[config.mk]
export PLATFORM = sky130hd
export DESIGN_NAME = led_sequencer
export DESIGN_NICKNAME = d
export VERILOG_FILES = /design/src/rtl/led_sequencer_pkg.sv /design/src/rtl/led_step_timer.sv /design/src/rtl/led_sequencer.sv
export SDC_FILE = /design/constraint.sdc
export NUM_CORES = 1
export LEC_CHECK = 0
export CORE_MARGIN = 3
export CORE_UTILIZATION = 54
export CTS_CLUSTER_DIAMETER = 80
export DETAILED_ROUTE_END_ITERATION = 8
export PLACE_DENSITY = 0.74
export SLEW_MARGIN = 20
export SYNTH_ARGS = -nofsm -noshare
export SYNTH_HDL_FRONTEND = slang
export SYNTH_HIERARCHICAL = 1
export SYNTH_SLANG_ARGS = --single-unit
[constraint.sdc]
create_clock -name clk -period 3.4 [get_ports clk]
set_input_delay 0.34 -clock clk [delete_from_list [all_inputs] [get_ports clk]]
set_output_delay 0.34 -clock clk [all_outputs]
set_load 0.02 [all_outputs]
[src/rtl/led_sequencer_pkg.sv]
// Shared definitions for the LED pattern sequencer: mode encodings, speed
// limits and the pattern value each mode starts from.
package led_sequencer_pkg;

  typedef enum logic [1:0] {
    MODE_COUNT   = 2'd0,
    MODE_SCAN    = 2'd1,
    MODE_FILL    = 2'd2,
    MODE_BREATHE = 2'd3
  } mode_e;

  localparam logic [2:0] SPEED_RESET = 3'd4;
  localparam logic [2:0] SPEED_MAX   = 3'd7;
  localparam logic [2:0] SPEED_MIN   = 3'd0;

  localparam logic [7:0] INIT_COUNT   = 8'h00;
  localparam logic [7:0] INIT_SCAN    = 8'h01;
  localparam logic [7:0] INIT_FILL    = 8'h00;
  // Breathe starts at duty 0, so every LED is dark.
  localparam logic [7:0] INIT_BREATHE = 8'h00;

  // LED value loaded when a mode is entered.
  function automatic logic [7:0] init_led(input mode_e m);
    logic [7:0] v;
    case (m)
      MODE_SCAN:    v = INIT_SCAN;
      MODE_FILL:    v = INIT_FILL;
      MODE_BREATHE: v = INIT_BREATHE;
      default:      v = INIT_COUNT;
    endcase
    return v;
  endfunction

endpackage

[src/rtl/led_step_timer.sv]
// Base-tick prescaler plus speed-scaled step counter. Emits a one-cycle step
// every PRESCALE * 2^(7-speed) clocks unless paused.
module led_step_timer #(
  parameter int unsigned PRESCALE = 240000
) (
  input  logic       clk,
  input  logic       reset_n,
  input  logic       clear_all,   // restart prescaler and step counter
  input  logic       clear_step,  // restart step counter only
  input  logic       pause,
  input  logic [2:0] speed,
  output logic       step
);

  localparam int unsigned PreW = (PRESCALE > 1) ? $clog2(PRESCALE) : 1;
  localparam logic [PreW-1:0] PreLast = PreW'(PRESCALE - 1);

  logic [PreW-1:0] pre_q, pre_d;
  logic [6:0]      stepcnt_q, stepcnt_d;
  logic [6:0]      step_last;
  logic            tick;

  // Number of ticks per step minus one: 2^(7-speed) - 1.
  assign step_last = 7'h7f >> speed;
  assign tick      = (pre_q == PreLast);
  assign step      = tick && (stepcnt_q == step_last) && !pause;

  // Prescaler free-runs (including while paused); step counter holds at zero
  // while paused so a resumed pattern waits a whole step period.
  always_comb begin
    pre_d     = tick ? '0 : pre_q + 1'b1;
    stepcnt_d = stepcnt_q;
    if (tick) begin
      stepcnt_d = (stepcnt_q == step_last) ? 7'd0 : stepcnt_q + 7'd1;
    end
    if (clear_all || clear_step || pause) begin
      stepcnt_d = 7'd0;
    end
    if (clear_all) begin
      pre_d = '0;
    end
  end

  // Timer state registers.
  always_ff @(posedge clk or negedge reset_n) begin
    if (!reset_n) begin
      pre_q     <= '0;
      stepcnt_q <= 7'd0;
    end else begin
      pre_q     <= pre_d;
      stepcnt_q <= stepcnt_d;
    end
  end

endmodule

[src/rtl/led_sequencer.sv]
// LED pattern controller: owns mode, speed, pause and the pattern register,
// and drives the registered LED outputs from debounced button pulses.
module led_sequencer
  import led_sequencer_pkg::*;
#(
  parameter int unsigned PRESCALE = 240000,
  parameter int unsigned PWM_BITS = 4
) (
  input  logic       clk,
  input  logic       reset_n,
  input  logic       mode_next,
  input  logic       speed_up,
  input  logic       speed_down,
  input  logic       pause_toggle,
  output logic [7:0] led,
  output logic [1:0] mode,
  output logic [2:0] speed,
  output logic       paused,
  output logic       step_strobe
);

  localparam logic [PWM_BITS-1:0] DutyMax = '1;

  mode_e               mode_q, mode_d;
  logic [2:0]          speed_q, speed_d;
  logic                paused_q, paused_d;
  logic [7:0]          led_q, led_d;
  logic                strobe_q, strobe_d;
  logic                scan_left_q, scan_left_d;
  logic                breathe_up_q, breathe_up_d;
  logic [PWM_BITS-1:0] duty_q, duty_d;
  logic [PWM_BITS-1:0] pwm_cnt_q;
  logic                speed_change;
  logic                step;

  led_step_timer #(
    .PRESCALE (PRESCALE)
  ) u_step_timer (
    .clk        (clk),
    .reset_n    (reset_n),
    .clear_all  (mode_next),
    .clear_step (speed_change),
    .pause      (paused_q),
    .speed      (speed_q),
    .step       (step)
  );

  // Speed saturates at both ends and a coincident up/down pair cancels.
  always_comb begin
    speed_d = speed_q;
    if (speed_up && !speed_down && (speed_q != SPEED_MAX)) begin
      speed_d = speed_q + 3'd1;
    end else if (speed_down && !speed_up && (speed_q != SPEED_MIN)) begin
      speed_d = speed_q - 3'd1;
    end
    paused_d = pause_toggle ? !paused_q : paused_q;
  end

  assign speed_change = (speed_d != speed_q);

  // Pattern next-state: mode_next wins over a coincident step and never strobes.
  always_comb begin
    mode_d       = mode_q;
    led_d        = led_q;
    strobe_d     = 1'b0;
    scan_left_d  = scan_left_q;
    breathe_up_d = breathe_up_q;
    duty_d       = duty_q;

    if (mode_next) begin
      mode_d       = mode_e'(mode_q + 2'd1);
      led_d        = init_led(mode_d);
      scan_left_d  = 1'b1;
      breathe_up_d = 1'b1;
      duty_d       = '0;
    end else begin
      if (step) begin
        strobe_d = 1'b1;
        unique case (mode_q)
          MODE_COUNT: led_d = led_q + 8'd1;
          MODE_SCAN: begin
            if (scan_left_q) begin
              if (led_q == 8'h80) begin
                led_d       = 8'h40;
                scan_left_d = 1'b0;
              end else begin
                led_d = {led_q[6:0], 1'b0};
              end
            end else begin
              if (led_q == 8'h01) begin
                led_d       = 8'h02;
                scan_left_d = 1'b1;
              end else begin
                led_d = {1'b0, led_q[7:1]};
              end
            end
          end
          MODE_FILL: led_d = (led_q == 8'hFF) ? 8'h00 : {led_q[6:0], 1'b1};
          MODE_BREATHE: begin
            if (breathe_up_q) begin
              if (duty_q == DutyMax) begin
                duty_d       = DutyMax - 1'b1;
                breathe_up_d = 1'b0;
              end else begin
                duty_d = duty_q + 1'b1;
              end
            end else begin
              if (duty_q == '0) begin
                duty_d       = {{(PWM_BITS-1){1'b0}}, 1'b1};
                breathe_up_d = 1'b1;
              end else begin
                duty_d = duty_q - 1'b1;
              end
            end
          end
        endcase
      end
      // Breathe output tracks the PWM every cycle, using the duty that is
      // being registered so a step's strobe and new brightness coincide.
      if (mode_q == MODE_BREATHE) begin
        led_d = {8{pwm_cnt_q < duty_d}};
      end
    end
  end

  // Control and pattern state registers.
  always_ff @(posedge clk or negedge reset_n) begin
    if (!reset_n) begin
      mode_q       <= MODE_COUNT;
      speed_q      <= SPEED_RESET;
      paused_q     <= 1'b0;
      led_q        <= INIT_COUNT;
      strobe_q     <= 1'b0;
      scan_left_q  <= 1'b1;
      breathe_up_q <= 1'b1;
      duty_q       <= '0;
    end else begin
      mode_q       <= mode_d;
      speed_q      <= speed_d;
      paused_q     <= paused_d;
      led_q        <= led_d;
      strobe_q     <= strobe_d;
      scan_left_q  <= scan_left_d;
      breathe_up_q <= breathe_up_d;
      duty_q       <= duty_d;
    end
  end

  // Free-running PWM counter for the breathe mode.
  always_ff @(posedge clk or negedge reset_n) begin
    if (!reset_n) begin
      pwm_cnt_q <= '0;
    end else begin
      pwm_cnt_q <= pwm_cnt_q + 1'b1;
    end
  end

  assign led         = led_q;
  assign mode        = mode_q;
  assign speed       = speed_q;
  assign paused      = paused_q;
  assign step_strobe = strobe_q;

endmodule

==> impl_metrics.yaml <==
status:
  outcome: "completed"
setup_path:
  r2r-start: "speed[2]$_DFF_PN1_"
  r2r-end: "led[1]$_DFFE_PN0P_"
  slowest_stage: "dfstp_2"
  slowest_delay_ns: 0.61
  cp.arrival_ns: 3.58
  endpoint_kind: "flip-flop"
  r2r_slack_ns: 0.03
  required_ns: 3.61
  cp-start-kind: "flip-flop"
  cp_num_buf_inv: 1
  reg2regPathDepth: 14
  crit_family: "compound AO/OA/AOI/OAI gates"
  path_max_fanout: 8
  path_cells: "nor4bb_4, a31oi_1, o41ai_2, o211ai_2, nor4_4, buf_4, nand2_4, a21oi_2, o221ai_2, ha_2, a2111o_1, a211oi_2, o22ai_4, o31ai_2"
  path_class: "reg2reg"
synthesis:
  synth.cell_area_um2: 3310
  syn_inst: 361
  synth-main-ff-cell: "dfrtp_1"
  syn_avg_cell_area_um2: 9.16
  async_flop_share: 1.00
  synth_top_area_share: 0.356
  yosys.area.top_type: "dfrtp_1"
  syn-num-nets: 386
  yosysWarnings: 6
  synthTopCellsByArea: "dfrtp_1, ha_1, xor2_1, nand3_1, nand2_1"
  synth-seq-area-share: 0.380
  synth.ff_latch_count: 50
  synthDistinctLibCells: 73
  synth-edff-count: 0
die:
  die_w_um: 84.2
  fp-row-count: 27
  initial_core_util: 0.579
  io_pins: 21
  chipHeight_um: 84.2
  dieArea_um2: 7100
  coreArea_um2: 5710
global_route:
  grt_usage: 0.200
  grt_pass1_wl_mm: 12.0
  grt_pass1_vias: 2569
  antenna_found_initial: 0
  grt_max_degree: 39
  overflow: 0
timing:
  worstMarginPinSlew_ns: 0.830
  setup_tns_ns: 0
  finalHoldWorstSlack_ns: 0.128
  fin_crit_sh: 0.992
  slew_headroom: 0.447
  finalCriticalPeriod_ns: 3.37
  fmaxAchievable_mhz: 297
  clock_skew_ns: 0.0106
  hold_viol: 0
  rsz0062_at_grt: "yes"
  setup_viol: 0
  maxSlewViolCount: 0
placed_design:
  dpl.hpwl_mm: 4.92
  io_buffers: 20
  gp_congestion: 0.876
  placed_area_um2: 3640
  place_inst: 452
drt:
  drt_iter0_markers: 132
  vias: 2785
  wl_per_cell_um: 15.0
  vias_per_cell: 5.96
  firstDrtPassIters: 4
  drc: 0
  ant_nets: 0
  wl_mm: 7.03
power_and_ir_drop:
  p_int_uw: 1420
  peakVddDrop_uv: 696
  power_frac_clock: 0.170
  p_sw_uw: 1030
  switching_share: 0.421
  p_seq_frac: 0.358
  p_comb_frac: 0.472
  p_leak_uw: 0.00165
  p_per_area_nw_per_um2: 633
clocking:
  h-tree-depth: 2
  cts.sinks: 50
  clock_latency_ns: 0.30
  cts_tree: "yes"
  cts_hold_buf: 0
  clkTransAtPathRegs_ns: 0.10
  cts-root-buf: "clkbuf_8"
  ctsLongestPathBuffers: 2
  cts_buffers: 5
finish:
  fillers: 456
  postLayoutCoreUtil: 0.678
  final_cell_mix: "dfrtp_1, nand2_1, nor2_1, nand3_1, buf_4"
  antennaDiodeCount: 0
  nets: 419
  area_growth_pct: 17.0
  fin_cells: 467
  layout-drive-gt1-share: 0.182
  final_cell_area_um2: 3870
  final_common_cell: "dfrtp_1"
flow_run:
  cap_violations: 0
min_path:
  holdCritPathClass: "in2async"
==> sequential cells by signal (all words and copies together), names as in the netlist, 2 cells and up <==
name,count
duty_q,4
led,8
speed,3
pwm_cnt_q,4
mode,2
u_step_timer/stepcnt_q,7
u_step_timer/pre_q,18
==> stage by stage <==
step | setup WS, ns | total power, µW
floorplan | 0.0408 | 1590
global placement | 0.103 | 1940
detailed placement | -0.0242 | 1970
CTS | 0.0221 | 2390
global route | -0.161 | 2610
finish | 0.0286 | 2450
==> layout make-up <==
class	count	area, µm²	share of cell area
inverters	18	67.6	0.0175
well taps	72	90.1	0.0233
flip-flops and latches	50	1260	0.325
multi-input cells	279	2000	0.517
clock inverters	3	40.0	0.0103
clock buffers	5	68.8	0.0178
repair buffers	40	345	0.0893
==> power by group through the flow <==
stage | clock network (µW) | logic (µW) | registers, µW
2_1_floorplan | 0 | 681 | 913
3_3_place_gp | 0 | 1060 | 879
3_5_place_dp | 0 | 1080 | 885
4_1_cts | 427 | 1080 | 874
5_1_grt | 452 | 1260 | 903
6_report | 416 | 1150 | 876
==> synthesized netlist by cell type (3+ instances only) <==
library cell,instances
a211oi_1,3
a21oi_1,15
a31oi_1,4
and3_1,4
buf_2,4
clkbuf_1,6
dfrtp_1,47
dfstp_2,3
ha_1,19
inv_1,17
nand2_1,36
nand2b_1,5
nand3_1,28
nand4_1,6
nor2_1,33
nor3_1,8
nor4_1,4
o21ai_0,14
o21ai_1,8
o22ai_1,4
o31ai_1,3
xnor2_1,10
xor2_1,17
==> layer usage <==
layer  vias to the layer above  track usage  part of all wire
met2                        65        0.322              0.49
met3                         2       0.0373             0.038
met5                         -            0                 0
met4                         0       0.0439            0.0046
li1                       1371            -                 -
met1                      1347        0.280              0.47
==> worst register-to-register path: cells and delay by family, from the launching register on <==
family                     cells  cell delay [ns]
AOI/OAI and AO/OA              9             1.66
adders and majority gates      1             0.20
buffers and inverters          1             0.18
DFF                            1             0.61
and+or+nand+nor                3             0.63
==> cell families (layout without fill, tap and decap cells) <==
kind of cell	after synthesis	count (layout)	synth area share
AO/OA/AOI/OAI	79	79	0.170
flip-flops	50	50	0.380
multiplexers	2	2	0.00643
buffers and inverters	32	66	0.0428
XOR/XNOR	27	27	0.0715
AND/OR/NAND/NOR	152	152	0.257
adder cells (fa/ha/maj)	19	19	0.0719
==> timing repair <==
| action | 4_1_cts | 5_1_grt |
|---|---|---|
| pin swaps | 1 | 9 |
| gates resized for setup | 0 | 17 |
| endpoints found under the setup margin | 1 | 8 |
| setup buffers | 0 | 7 |
==> how the worst max path moves through the flow <==
stage | slack (ns) | cells past startpoint | to | from
final | 0.03 | 14 | led[1]$_DFFE_PN0P_ | speed[2]$_DFF_PN1_
after global routing | -0.16 | 14 | led[1]$_DFFE_PN0P_ | speed[2]$_DFF_PN1_
after CTS | 0.02 | 13 | led[1]$_DFFE_PN0P_ | speed[2]$_DFF_PN1_
after detailed placement | -0.02 | 13 | led[1]$_DFFE_PN0P_ | speed[2]$_DFF_PN1_
after global placement | 0.10 | 13 | led[1]$_DFFE_PN0P_ | speed[2]$_DFF_PN1_
after floorplan | 0.04 | 13 | led[1]$_DFFE_PN0P_ | speed[2]$_DFF_PN1_
Note: power is estimated with default switching activity, not from simulation.
